### src/rtl/uart_tx_fifo_if.sv
// Byte write handshake into the UART transmit FIFO.
interface uart_tx_fifo_if;
  logic       wr_valid;
  logic [7:0] wr_data;
  logic       wr_ready;

  modport master (output wr_valid, output wr_data, input wr_ready);
  modport slave  (input wr_valid, input wr_data, output wr_ready);
endinterface

### src/rtl/uart_tx_fifo.sv
// Buffered 8N1 UART transmitter: circular byte FIFO feeding a start/data/stop
// serialiser that chains queued frames back-to-back with no idle gap.
module uart_tx_fifo #(
  parameter int CLKS_PER_BIT = 106,
  parameter int FIFO_DEPTH   = 8
) (
  input  logic                        clk,
  input  logic                        rst,
  uart_tx_fifo_if.slave               wr,
  output logic                        tx,
  output logic                        busy,
  output logic [$clog2(FIFO_DEPTH):0] level
);
  localparam int AW = $clog2(FIFO_DEPTH);
  localparam int CW = $clog2(CLKS_PER_BIT);
  localparam int LW = AW + 1;

  typedef enum logic [1:0] {IDLE, START, DATA, STOP} state_t;

  state_t        state, state_n;
  logic [CW-1:0] cnt, cnt_n;
  logic [2:0]    bit_idx, bit_idx_n;
  logic [7:0]    shift, shift_n;
  logic          tx_n, push, pop, cnt_last, has_data;
  logic [7:0]    mem [FIFO_DEPTH];
  logic [AW-1:0] wptr, rptr;

  // Ready looks only at the registered level, so a full FIFO refuses a write
  // even in the cycle it pops.
  assign wr.wr_ready = (level < LW'(FIFO_DEPTH));
  assign push        = wr.wr_valid && wr.wr_ready;
  assign has_data    = (level != '0);
  assign cnt_last    = (cnt == CW'(CLKS_PER_BIT - 1));
  assign busy        = (state != IDLE) || has_data;

  always_ff @(posedge clk) begin
    if (push) mem[wptr] <= wr.wr_data;
  end

  always_ff @(posedge clk or posedge rst) begin
    if (rst) begin
      wptr  <= '0;
      rptr  <= '0;
      level <= '0;
    end else begin
      if (push) wptr <= wptr + AW'(1);
      if (pop)  rptr <= rptr + AW'(1);
      case ({push, pop})
        2'b10:   level <= level + LW'(1);
        2'b01:   level <= level - LW'(1);
        default: ;
      endcase
    end
  end

  always_comb begin
    state_n   = state;
    cnt_n     = cnt + CW'(1);
    bit_idx_n = bit_idx;
    shift_n   = shift;
    tx_n      = tx;
    pop       = 1'b0;
    case (state)
      IDLE: begin
        cnt_n = '0;
        tx_n  = 1'b1;
        if (has_data) begin
          pop     = 1'b1;
          shift_n = mem[rptr];
          state_n = START;
          tx_n    = 1'b0;
        end
      end
      START: if (cnt_last) begin
        cnt_n     = '0;
        bit_idx_n = '0;
        state_n   = DATA;
        tx_n      = shift[0];
      end
      DATA: if (cnt_last) begin
        cnt_n = '0;
        if (bit_idx == 3'd7) begin
          state_n = STOP;
          tx_n    = 1'b1;
        end else begin
          bit_idx_n = bit_idx + 3'd1;
          shift_n   = {1'b0, shift[7:1]};
          tx_n      = shift[1];
        end
      end
      STOP: if (cnt_last) begin
        cnt_n = '0;
        // Chain straight into the next start bit when more bytes are queued.
        if (has_data) begin
          pop     = 1'b1;
          shift_n = mem[rptr];
          state_n = START;
          tx_n    = 1'b0;
        end else begin
          state_n = IDLE;
        end
      end
      default: state_n = IDLE;
    endcase
  end

  always_ff @(posedge clk or posedge rst) begin
    if (rst) begin
      state   <= IDLE;
      cnt     <= '0;
      bit_idx <= '0;
      shift   <= '0;
      tx      <= 1'b1;
    end else begin
      state   <= state_n;
      cnt     <= cnt_n;
      bit_idx <= bit_idx_n;
      shift   <= shift_n;
      tx      <= tx_n;
    end
  end
endmodule
### src/flat_wrapper.sv
// flat-port wrapper written by rule: the top's interface ports become plain ports
module uart_tx_fifo_flat 
#(
  parameter int CLKS_PER_BIT = 106,
  parameter int FIFO_DEPTH   = 8
)
  (clk, rst, tx, busy, level, wr_wr_valid, wr_wr_data, wr_wr_ready);
  uart_tx_fifo_if wr_i ();
  input  logic clk;
  input  logic rst;
  output logic tx;
  output logic busy;
  output logic [$clog2(FIFO_DEPTH):0] level;
  input wire logic [$bits(wr_i.wr_valid)-1:0] wr_wr_valid;
  input wire logic [$bits(wr_i.wr_data)-1:0] wr_wr_data;
  output wire logic [$bits(wr_i.wr_ready)-1:0] wr_wr_ready;
  assign wr_i.wr_valid = wr_wr_valid;
  assign wr_i.wr_data = wr_wr_data;
  assign wr_wr_ready = wr_i.wr_ready;
  uart_tx_fifo #(.CLKS_PER_BIT(CLKS_PER_BIT), .FIFO_DEPTH(FIFO_DEPTH)) u_core (.clk(clk), .rst(rst), .wr(wr_i), .tx(tx), .busy(busy), .level(level));
endmodule
### config.mk
export PLATFORM = sky130hd
export DESIGN_NAME = uart_tx_fifo_flat
export DESIGN_NICKNAME = d
export VERILOG_FILES = /design/src/rtl/uart_tx_fifo_if.sv /design/src/rtl/uart_tx_fifo.sv /design/src/flat_wrapper.sv
export SDC_FILE = /design/constraint.sdc
export NUM_CORES = 1
export LEC_CHECK = 0
export CORE_MARGIN = 2
export CORE_UTILIZATION = 40
export CTS_CLUSTER_SIZE = 28
export DETAILED_ROUTE_END_ITERATION = 8
export PLACE_DENSITY = 0.56
export REMOVE_ABC_BUFFERS = 1
export SYNTH_ARGS = -nofsm -noshare
export SYNTH_HDL_FRONTEND = slang
export SYNTH_SLANG_ARGS = --single-unit
### constraint.sdc
create_clock -name clk -period 6.2 [get_ports clk]
set_input_delay 0.62 -clock clk [delete_from_list [all_inputs] [get_ports clk]]
set_output_delay 0.62 -clock clk [all_outputs]
set_load 0.01 [all_outputs]
==> impl_metrics.ini <==
[outcome]
status = finished clean

[timing]
max_clock_freq_mhz = 358
rsz0062_at_grt = false
worstMarginPinSlew_ps = 992
slew_headroom = 0.339
fin_setup_tns_ps = 0
final.period_utilization = 0.451
drv_slew = 0
holdWs_ps = 490
finClkSkew_ps = 8.29
hold_viol = 0
min_period_ps = 2800
finalSetupViolCount = 0

[logic_synthesis]
yosysSeqAreaShare = 0.651
yosysTopAreaCell = edfxtp_1
mappedNetlistArea_um2 = 4150
synth-seq-cells = 95
ys_warn_count = 0
synth_fa_ha_area_frac = 0.0501
synth_area_leaders = edfxtp_1 46%, dfrtp_1 18%, mux4_2 8.7%
synth_ff_type = edfxtp_1
yosys-top-cells-count = 64 x edfxtp_1, 30 x dfrtp_1, 22 x nor2_1
synth.top_cell.area_share = 0.463
synth_compound_area_frac = 0.0446
synthCells = 268
async_flop_share = 0.326
synth_top_family_by_area = multiplexers
avgSynthCellArea_um2 = 15.5
synth_enable_flop_cells = 64
muxShareOfSynthArea = 0.138
yosys.area_share.simple = 0.0697
synth.distinct_cells = 43
yosysMostFrequentCell = edfxtp_1
synth-xor-area-share = 0.0275

[placed_design]
globalplace.congestion = 0.766
io_buffer_count = 17
place_hpwl_um = 4740

[floorplanning]
core-area_um2 = 10200
die_w_um = 106
placementRows = 37
die_h_um = 106
initial_core_util = 0.407
die_area_um2 = 11200
io_pins = 18

[route]
drc = 0
drtPass1Iterations = 4
drt_iter0_markers = 89
routed_wl_um = 7160
num_vias = 2139
avgViaCountPerCell = 4.95
routedWlPerCell_um = 16.6
ant_nets = 0

[final_layout]
nets = 318
num_antenna_cells = 0
drive_gt1_frac = 0.176
syn2layout_area_growth_pct = 14.3
n_fill_cell = 900

[clocking]
tritoncts = done
cts_setup_buffers = 0
cts_resized = 0
clk_latency_ps = 350
ctsLongestPathBuffers = 2
cts_sinks = 95
numCtsBuffers = 9
clockRootBuffer = clkbuf_8
clk_pin_slew_ps = 90
cts_max_level = 3
holdBufCountCts = 0

[grt]
grt_usage = 0.144
grt_use_met1 = 0.195
grt_pass1_vias = 2294
use_met2 = 0.230
top_usage_layer = met2
grt.met3_usage = 0.0272
grt_pass1_wl_um = 12100
overflow = 0
antenna_found_initial = 0
grt_max_degree = 32

[power_and_ir_drop]
p_clk_frac = 0.350
p_seq_frac = 0.524
vdd_drop_max_v = 0.000158
p_comb_frac = 0.127
swShare = 0.236
power.leakage_uw = 0.00176
powerDensity_nw_per_um2 = 316
p_int_uw = 1140
p_sw_uw = 354

[flow_run]
drv_cap = 0

[worst_hold_path]
hold_path_class = reg2reg

[critical_path]
cp_slowest_cell = nor4_1
worstPathArrival_ps = 2180
cp-start-kind = register
critPathMaxFanout = 6
crit_required_ps = 5580
path_cells = nor4_1, nand2_1, clkdlybuf4s50_1
setup.worst_path.class = reg2out
max_stage_delay_ps = 640
endpoint_kind = output port
==> cell usage in the layout (no fill, tap or decap), types with 2 or more instances in the layout <==
cell / instances
edfxtp_1: 64
dfrtp_1: 30
nor2_1: 22
nand2_1: 20
clkdlybuf4s50_1: 17
mux4_2: 16
ha_1: 15
o21ai_0: 12
inv_1: 11
mux2_2: 11
mux2i_1: 9
clkbuf_8: 9
xnor2_1: 8
xor2_1: 5
nor3_1: 4
a21oi_1: 4
bufinv_16: 4
nand2b_1: 3
buf_4: 3
nand3_1: 2
==> worst paths after layout <==
kind                       cells past startpoint  slack, ps                         from                           to
max                                            3       3400  u_core.level[0]$_DFFE_PP0P_                         busy
max in group asynchronous                      3       5210                          rst        u_core.tx$_DFFE_PP1P_
min                                            1        490      u_core.cnt[0]$_DFF_PP0_      u_core.cnt[0]$_DFF_PP0_
min in group asynchronous                      3        650                          rst   u_core.wptr[0]$_DFFE_PP0P_
max reg2reg                                   12       3430      u_core.cnt[1]$_DFF_PP0_  u_core.level[3]$_DFFE_PP0P_
min reg2reg                                    1        490      u_core.cnt[0]$_DFF_PP0_      u_core.cnt[0]$_DFF_PP0_
==> power groups by stage <==
| stage | combinational (uW) | sequential (uW) | clock [uW] |
|---|---|---|---|
| 2_1_floorplan | 113 | 792 | 0 |
| 3_3_place_gp | 191 | 796 | 0 |
| 3_5_place_dp | 196 | 798 | 0 |
| 4_1_cts | 196 | 785 | 541 |
| 5_1_grt | 216 | 792 | 567 |
| 6_report | 190 | 784 | 523 |
==> layout make-up <==
class | instances | area [um^2] | area share
flip-flops and latches | 95 | 2700 | 0.569
repair buffers | 20 | 193 | 0.0407
well taps | 136 | 170 | 0.0359
multi-input cells | 154 | 1370 | 0.289
inverters | 11 | 41.3 | 0.00871
clock buffers | 9 | 124 | 0.0261
clock inverters | 7 | 143 | 0.0301
==> sequential cells by signal, indices dropped and copies added (netlist names) <==
name	cells
u_core.rptr	3
u_core.shift	8
u_core.wptr	3
u_core.level	4
u_core.tx	1
u_core.cnt	7
u_core.mem	64
u_core.state	2
u_core.bit_idx	3
==> metrics by stage <==
stage	cells	setup slack [ps]	utilization	area (um^2)	total power (uW)
after global routing	432	3210	0.465	4740	1580
after CTS	432	3340	0.465	4740	1520
after floorplan	260	3730	-	4110	905
after global placement	416	3340	0.439	4470	987
final	432	3400	0.465	4740	1500
after detailed placement	416	3280	0.439	4470	994
==> logic make-up (layout without fill, tap and decap cells) <==
| kind of cell | Yosys count | in the layout |
|---|---|---|
| xor gates and xnor gates | 13 | 13 |
| muxes | 36 | 36 |
| buffers and inverters | 19 | 47 |
| and+or+nand+nor | 61 | 61 |
| adders and majority gates | 16 | 16 |
| AOI/OAI and AO/OA | 28 | 28 |
| DFF | 95 | 95 |
==> metal layers <==
metal,wire (um),part of all wire,vias up
met5,0,0,-
met4,76,0.011,0
met3,137,0.019,8
met2,3520,0.49,17
met1,3430,0.48,1073
li1,-,-,1041
==> critical path, delay by kind of cell, from the launching register on <==
kind / cells / cell delay [ps]
AND/OR/NAND/NOR: 2 / 850
flip-flops: 1 / 450
buffers and inverters: 1 / 530
No activity file was read; power rests on OpenSTA's default activity.
